## config.mk

```make
export PLATFORM = sky130hd
export DESIGN_NAME = key_reader
export DESIGN_NICKNAME = d
export VERILOG_FILES = /design/src/rtl/key_reader.sv
export SDC_FILE = /design/constraint.sdc
export NUM_CORES = 1
export LEC_CHECK = 0
export CAP_MARGIN = 30
export CORE_UTILIZATION = 57
export DETAILED_ROUTE_END_ITERATION = 6
export GPL_ROUTABILITY_DRIVEN = 0
export PLACE_DENSITY = 0.77
export SKIP_LAST_GASP = 1
export SYNTH_ARGS = -nofsm -noshare
export SYNTH_HDL_FRONTEND = slang
export SYNTH_SLANG_ARGS = --single-unit
```

## constraint.sdc

```tcl
create_clock -name clk_in -period 3.1 [get_ports clk_in]
set_clock_uncertainty 0.05 [all_clocks]
set_input_delay 0.62 -clock clk_in [delete_from_list [all_inputs] [get_ports clk_in]]
set_output_delay 0.62 -clock clk_in [all_outputs]
set_load 0.02 [all_outputs]
```

## src/rtl/key_reader.sv

```systemverilog
// key_reader: debounces up to four active-low push buttons, tracks a
// debounced level per key and reports press, long-press and release events
// through a 4-entry FIFO with a valid/ready consumer interface.
//
// Handshake: evt_valid is high whenever the FIFO holds an entry. evt_key and
// evt_type show the oldest entry and stay stable until it is accepted. The
// head is removed on a rising clk_in edge where evt_valid and evt_ready are
// both high. evt_ready has no effect while evt_valid is low.
module key_reader #(
    parameter int          NUM_KEYS     = 3,
    parameter int unsigned DEBOUNCE_CYC = 240_000,
    parameter int unsigned LONG_CYC     = 24_000_000
) (
    input  logic                clk_in,
    input  logic                rst_n,
    input  logic [NUM_KEYS-1:0] key_in,
    output logic [NUM_KEYS-1:0] key_state,
    output logic                evt_valid,
    input  logic                evt_ready,
    output logic [1:0]          evt_key,
    output logic [1:0]          evt_type,
    output logic                evt_ovf
);

    localparam int DW = $clog2(DEBOUNCE_CYC + 1);
    localparam int LW = $clog2(LONG_CYC + 1);

    localparam logic [1:0] T_PRESS   = 2'b00;
    localparam logic [1:0] T_RELEASE = 2'b01;
    localparam logic [1:0] T_LONG    = 2'b10;

    logic [NUM_KEYS-1:0] sync1, sync2;
    logic [NUM_KEYS-1:0] state_q;
    logic [DW-1:0]       deb_cnt  [NUM_KEYS];
    logic [LW-1:0]       hold_cnt [NUM_KEYS];

    logic [NUM_KEYS-1:0] pend_press, pend_long, pend_rel;
    logic [NUM_KEYS-1:0] raise_press, raise_long, raise_rel;
    logic [NUM_KEYS-1:0] take_press, take_long, take_rel;

    logic [3:0] fifo_mem [4];
    logic [1:0] rd_ptr, wr_ptr;
    logic [2:0] count;
    logic       push, pop, can_push;
    logic [1:0] push_key, push_type;

    // Two-flop synchronizer; idles at 1 (button released) out of reset.
    always_ff @(posedge clk_in) begin
        if (!rst_n) begin
            sync1 <= '1;
            sync2 <= '1;
        end else begin
            sync1 <= key_in;
            sync2 <= sync1;
        end
    end

    // Per-key debounce and hold counters plus the delayed level for edge detection.
    always_ff @(posedge clk_in) begin
        if (!rst_n) begin
            key_state <= '0;
            state_q   <= '0;
            for (int k = 0; k < NUM_KEYS; k++) begin
                deb_cnt[k]  <= '0;
                hold_cnt[k] <= '0;
            end
        end else begin
            state_q <= key_state;
            for (int k = 0; k < NUM_KEYS; k++) begin
                // Buttons are active-low, key_state is active-high.
                if ((~sync2[k]) == key_state[k]) begin
                    deb_cnt[k] <= '0;
                end else if (deb_cnt[k] == DW'(DEBOUNCE_CYC - 1)) begin
                    key_state[k] <= ~key_state[k];
                    deb_cnt[k]   <= '0;
                end else begin
                    deb_cnt[k] <= deb_cnt[k] + 1'b1;
                end

                if (!key_state[k]) begin
                    hold_cnt[k] <= '0;
                end else if (hold_cnt[k] != LW'(LONG_CYC - 1)) begin
                    hold_cnt[k] <= hold_cnt[k] + 1'b1;
                end
            end
        end
    end

    // Event sources: level edges, and the single cycle the hold counter hits its limit.
    always_comb begin
        raise_press = key_state & ~state_q;
        raise_rel   = ~key_state & state_q;
        raise_long  = '0;
        for (int k = 0; k < NUM_KEYS; k++) begin
            raise_long[k] = key_state[k] &&
                            ((hold_cnt[k] + LW'(1)) == LW'(LONG_CYC - 1));
        end
    end

    // Fixed-priority pick of one pending flag: lowest key, then press, long, release.
    always_comb begin
        take_press = '0;
        take_long  = '0;
        take_rel   = '0;
        push       = 1'b0;
        push_key   = 2'b00;
        push_type  = T_PRESS;
        for (int k = 0; k < NUM_KEYS; k++) begin
            if (!push && can_push) begin
                if (pend_press[k]) begin
                    take_press[k] = 1'b1;
                    push          = 1'b1;
                    push_key      = 2'(k);
                    push_type     = T_PRESS;
                end else if (pend_long[k]) begin
                    take_long[k] = 1'b1;
                    push         = 1'b1;
                    push_key     = 2'(k);
                    push_type    = T_LONG;
                end else if (pend_rel[k]) begin
                    take_rel[k] = 1'b1;
                    push        = 1'b1;
                    push_key    = 2'(k);
                    push_type   = T_RELEASE;
                end
            end
        end
    end

    // Pending flags; a flag raised while still waiting is a lost event and trips the sticky overflow.
    always_ff @(posedge clk_in) begin
        if (!rst_n) begin
            pend_press <= '0;
            pend_long  <= '0;
            pend_rel   <= '0;
            evt_ovf    <= 1'b0;
        end else begin
            pend_press <= (pend_press & ~take_press) | raise_press;
            pend_long  <= (pend_long  & ~take_long)  | raise_long;
            pend_rel   <= (pend_rel   & ~take_rel)   | raise_rel;
            if (|(raise_press & pend_press & ~take_press) ||
                |(raise_long  & pend_long  & ~take_long)  ||
                |(raise_rel   & pend_rel   & ~take_rel)) begin
                evt_ovf <= 1'b1;
            end
        end
    end

    // A pop frees the head slot in the same edge, so a full FIFO can still take a push.
    assign pop      = evt_valid & evt_ready;
    assign can_push = (count != 3'd4) || pop;

    // Event FIFO storage and pointers.
    always_ff @(posedge clk_in) begin
        if (!rst_n) begin
            rd_ptr <= '0;
            wr_ptr <= '0;
            count  <= '0;
            for (int i = 0; i < 4; i++) begin
                fifo_mem[i] <= '0;
            end
        end else begin
            if (push) begin
                fifo_mem[wr_ptr] <= {push_key, push_type};
                wr_ptr           <= wr_ptr + 1'b1;
            end
            if (pop) begin
                rd_ptr <= rd_ptr + 1'b1;
            end
            case ({push, pop})
                2'b10:   count <= count + 3'd1;
                2'b01:   count <= count - 3'd1;
                default: count <= count;
            endcase
        end
    end

    assign evt_valid = (count != 3'd0);
    assign evt_key   = evt_valid ? fifo_mem[rd_ptr][3:2] : 2'b00;
    assign evt_type  = evt_valid ? fifo_mem[rd_ptr][1:0] : 2'b00;

endmodule

```

Word level (Yosys, flattened, before mapping)
Memory sizes are Yosys's and may differ from the RTL's. A register that Yosys moved wholly into a read port is not among the register bits.
Index checks and enable logic that the tools add are counted.
{ "op_classes": {"n_addsub": 10, "mul": 0, "div": 0, "n_lt_le_gt_ge": 0, "eq_ne": 15, "shift": 0, "muxes": 139, "bitwise_logic": 44, "reduce_logical": 19} }
{ "op_table": {"columns": ["operator", "n"], "rows": [
  ["$mux 18", 9],
  ["$mux 25", 6],
  ["$mux 1", 102],
  ["$add 25x1->25 const B", 3],
  ["$eq 25x25->1 const B", 3],
  ["$ne 25x25->1 const B", 3],
  ["$add 18x1->18 const B", 3],
  ["$eq 18x18->1 const B", 3],
  ["$mux 2", 20],
  ["$and 3x3->3", 11],
  ["$not 3->3", 5],
  ["$or 1x1->1", 15],
  ["$not 1->1", 9],
  ["$or 3x3->3", 3],
  ["$reduce_or 3->1", 3],
  ["$pmux 3 s2", 1],
  ["$reduce_and 2->1", 3],
  ["$logic_and 1x1->1", 5],
  ["$add 2x1->2 const B", 2],
  ["$mux 4", 1],
  ["$reduce_or 4->1", 1],
  ["$add 3x1->3 const B", 1],
  ["$eq 1x1->1", 3],
  ["$logic_or 1x1->1", 3],
  ["8 further kinds", 9]
]} }
{ "totals": {"register_bits": 29, "latch_bits": 0, "mem_bits_rw": 145, "romBits": 0, "input_bits": 6, "out_inout_bits": 9, "memories": 3} }
{ "mem_list": {"columns": ["name", "words", "word_bits", "rd", "rd_clocked_by_memory_dff", "wr", "line", "rtl"], "rows": [
  ["hold_cnt", 3, 25, 3, 0, 3, "35", "logic [LW-1:0] hold_cnt [NUM_KEYS];"],
  ["deb_cnt", 3, 18, 3, 0, 3, "34", "logic [DW-1:0] deb_cnt [NUM_KEYS];"],
  ["fifo_mem", 4, 4, 1, 1, 4, "41", "logic [3:0] fifo_mem [4];"]
]} }

Logic depth before layout (Yosys ltp)
{ "depth": {"ltp_word": 17, "mapped_depth": 10, "depth_no_buf": 9} }

Worst setup path after synthesis
OpenSTA, ideal clock, no wires.
{ "synth_timing": {"kind": "input -> register", "start": "input evt_ready", "end": "register count[2]", "arrival_time_ns": 2.784, "required_time_ns": 2.980, "setup_slack_ns": 0.196, "cell_stages": 9, "n_path_buf": 0, "path_cell_list": "nor4b_1 > a31oi_1 > inv_1 > ha_1 > inv_1 > fa_1 > xor2_1 > or3_1 > a21oi_1"} }
{ "synth_via": {"elab_chain_cells": 13, "elab_cells_between_ends": 19, "classes_between": "2 x eq/ne; 10 x mux; 1 x bitwise; 6 x reduce/logical"} }
{ "synth_rtl": {"columns": ["item", "line", "rtl"], "rows": [
  ["start, declared", "19", "input logic evt_ready,"],
  ["$and 1x1->1 *", "150", "assign pop = evt_valid & evt_ready;"],
  ["$logic_or 1x1->1", "151", "assign can_push = (count != 3'd4) || pop;"],
  ["$mux 1", "109", "if (!push && can_push) begin"],
  ["$mux 1", "120", "end else if (pend_rel[k]) begin"],
  ["$mux 1", "115", "end else if (pend_long[k]) begin"],
  ["$mux 1", "110", "if (pend_press[k]) begin"],
  ["$mux 1", "109", null],
  ["$mux 1", "120", null],
  ["$mux 1", "115", null],
  ["$mux 1", "110", null],
  ["$mux 1", "109", null],
  ["$eq 2x1->1 or $eq 2x2->1 (tied branches)", "170", "case ({push, pop})"],
  ["$pmux 3 s2 or $reduce_bool 2->1 (tied branches)", null, null],
  ["end signal, assigned", "171", "2'b10: count <= count + 3'd1;"],
  ["end signal, assigned", "172", "2'b01: count <= count - 3'd1;"],
  ["end signal, assigned", "173", "default: count <= count;"],
  ["end, declared", "43", "logic [2:0] count;"]
]} }
Mark *: on every way between the ends. The rest lies on a longest branch, timed or not.
A chain may end at the register's enable or synchronous reset.

==> run summary <==
clk sinks - 176
top flop regs - hold_cnt x75, deb_cnt x54, fifo_mem x16
RSZ-0062 raised after global routing - false
CTS Root Cell - clkbuf_16
Clk network pwr share - 0.435
synth-to-layout area growth - 12.35%
CTS tree - built
vias - 7,043
DRC Markers - 0
Slew Viols, Final - 0
IO Count - 15
clock-pin transition on the worst setup and hold timing paths - 0.07 ns
first drt pass iteration count - 5
required time worst endpoint - 3.40 ns
share of layout cells above drive strength 1 - 0.06854
Main synth FF type - edfxtp_1
VDD IR-drop max - 0.4223 mV
Final #Nets - 1,070
CP cell instances - and3_1 > nand3_1 > nor4_1 > o221ai_1 > nor4_1 > nand3b_1 > a31oi_1
core area - 0.01658 mm2
Cells after Synth - 982
gr usage total - 0.2201
H-Tree Depth - 4
Synth Area in Adders - 0.01498
post_cts resized - 0
syn_area_per_cell - 9.869 um2
outcome - finished clean
row cnt - 47
GRT overflow - 0
share of the synthesized area in the top cell type - 0.4493
initial DRC count - 578
R2R Setup Slk - 0.30 ns
CTS max path bufs - 2
Detailed Place HPWL - 12,620 um
Hold Slack - 0.3501 ns
Die X - 132.4 um
Max-Cap Viols - 0
Async SR Flop Fraction - 0
CP bufs+invs - 0
Mapped Area - 0.009692 mm2
Compound-Gate Fraction of Synth Area - 0.04480
fin crit share - 0.9030
area leader, netlist - edfxtp_1
setup TNS - 0 ns
slowest stage delay, CP - 0.54 ns
Post-synth EDFFs - 145
fmax - 0.3572 GHz
Final min period - 2.799 ns
Final Setup Violations - 0
most common cell in the synthesized netlist - nor2_1
Ys Warns - 0
CP top delay family - simple AND/OR/NAND/NOR gates
library cells used by synthesis - 67
initial antenna violation count - 0
final hold viol count - 0
chip height - 132.4 um
setup repair bufs after CTS - 0
PwrDens - 438.2 mW/mm2
crit path kind - register to register
Switch Pwr - 0.0009767 W
xor/xnor share of the synthesized area - 0.1121
Hold Path Class - register to register
number of global-route vias before repair - 6,623
Slew HR - 0.5529
largest family of logic cells by synthesized area - simple AND/OR/NAND/NOR gates
Critical Path Fanout Max - 9
diode count - 0
max reg flops - 75
die area - 0.01753 mm2
P_leak - 3.646 nW
Reg power frac - 0.548
Post-DRT Antenna Nets - 0
mux cell area share after synthesis - 0.01498
DR WL/cell - 13.96 um
element type at the critical path start - register
first-pass GRT wire length - 31,090 um
Arr. time, crit path - 3.09 ns
top cells by area, synth - edfxtp_1 45%, nor2_1 7.4%, dfxtp_1 6.4%
Slew @ Worst Pin - 0.6687 ns
cts hold-fix bufs - 0
Worst Setup End Kind - register
final wirelength - 17,940 um
Sw Ratio - 0.2047
Comb pwr share - 0.018
Worst-Skew Late Latency - 0.43 ns
Commonest cells post-synth - 191 x nor2_1, 145 x edfxtp_1, 83 x nand2_1, 62 x xnor2_1, 62 x xor2_1
Via-to-Cell Ratio - 5.481
Num CTS Buffers - 17
most numerous cell on the critical path - nor4_1
port bufs - 14
total power - 0.004772 W
#FFs+latches synth - 176
Critical-path top delay cell - nor4_1
initial core utilization - 0.5844
Post-Synth Simple-Gate Area - 0.2732
post-synthesis sequential area ratio - 0.5133
Largest Register - hold_cnt
largest net degree at the start of global routing - 26
Internal - 0.003795 W
[area by class of cell]
class,count,area [um2]
fill,1315,5694
timing repair buffer,35,297.8
multi-input combinational,793,4661
inverter,30,112.6
tap,220,275.3
sequential,176,4975
clock inverter,14,142.6
clock buffer,17,425.4
[power by group through the flow]
stage | clock [W] | combinational, W | sequential [W]
after floorplan | 0 | 0.0000645 | 0.00265
after global placement | 0 | 0.0000821 | 0.00266
after detailed placement | 0 | 0.0000825 | 0.00266
after CTS | 0.00212 | 0.0000838 | 0.00261
after global routing | 0.00220 | 0.0000975 | 0.00262
final | 0.00207 | 0.0000846 | 0.00261
[layout by cell type, fill, tap and decap left out, types with 21 or more instances in the layout]
master and count:
nor2_1 191, edfxtp_1 145, nand2_1 83, xor2_1 62, xnor2_1 62, nand3_1 56
conb_1 54, nand4_1 34, dfxtp_1 31, inv_1 30, and3_1 28, nor3_1 26
a21oi_1 22, buf_4 21
[per-stage QoR]
step	utilization	cells	area (um2)	setup slack, ns
after detailed placement	0.6224	1254	10320	0.1854
after CTS	0.6566	1285	10890	0.2764
after global placement	0.6224	1254	10320	0.2498
final	0.6566	1285	10890	0.3006
after floorplan	-	1035	9891	0.1958
after global routing	0.6566	1285	10890	0.08805
[layer usage]
| metal | up-vias | GRT usage | share of wire |
|---|---|---|---|
| met5 | - | 0 | 0 |
| met3 | 35 | 0.04114 | 0.037 |
| met2 | 147 | 0.3509 | 0.47 |
| met4 | 0 | 0.08621 | 0.019 |
| met1 | 3287 | 0.2985 | 0.48 |
| li1 | 3574 | - | - |
[worst paths after layout]
path | from | endpoint | cells past startpoint
min reg2reg | sync1[2]$_SDFF_PN1_ | sync2[2]$_SDFF_PN1_ | 1
max reg2reg | hold_cnt[1][2]$_SDFFCE_PN0P_ | evt_ovf$_SDFFE_PN0P_ | 7
min | sync1[2]$_SDFF_PN1_ | sync2[2]$_SDFF_PN1_ | 1
max | hold_cnt[1][2]$_SDFFCE_PN0P_ | evt_ovf$_SDFFE_PN0P_ | 7
[cell families (layout without fill, tap and decap cells)]
family,Yosys count,count (layout)
flip-flops,176,176
XOR/XNOR,124,124
AND/OR/NAND/NOR,527,527
buffers and inverters,66,96
AO/OA/AOI/OAI,68,68
other,1,54
multiplexers,9,9
adder cells (fa/ha/maj),11,11
(Power assumes the default switching activity.)
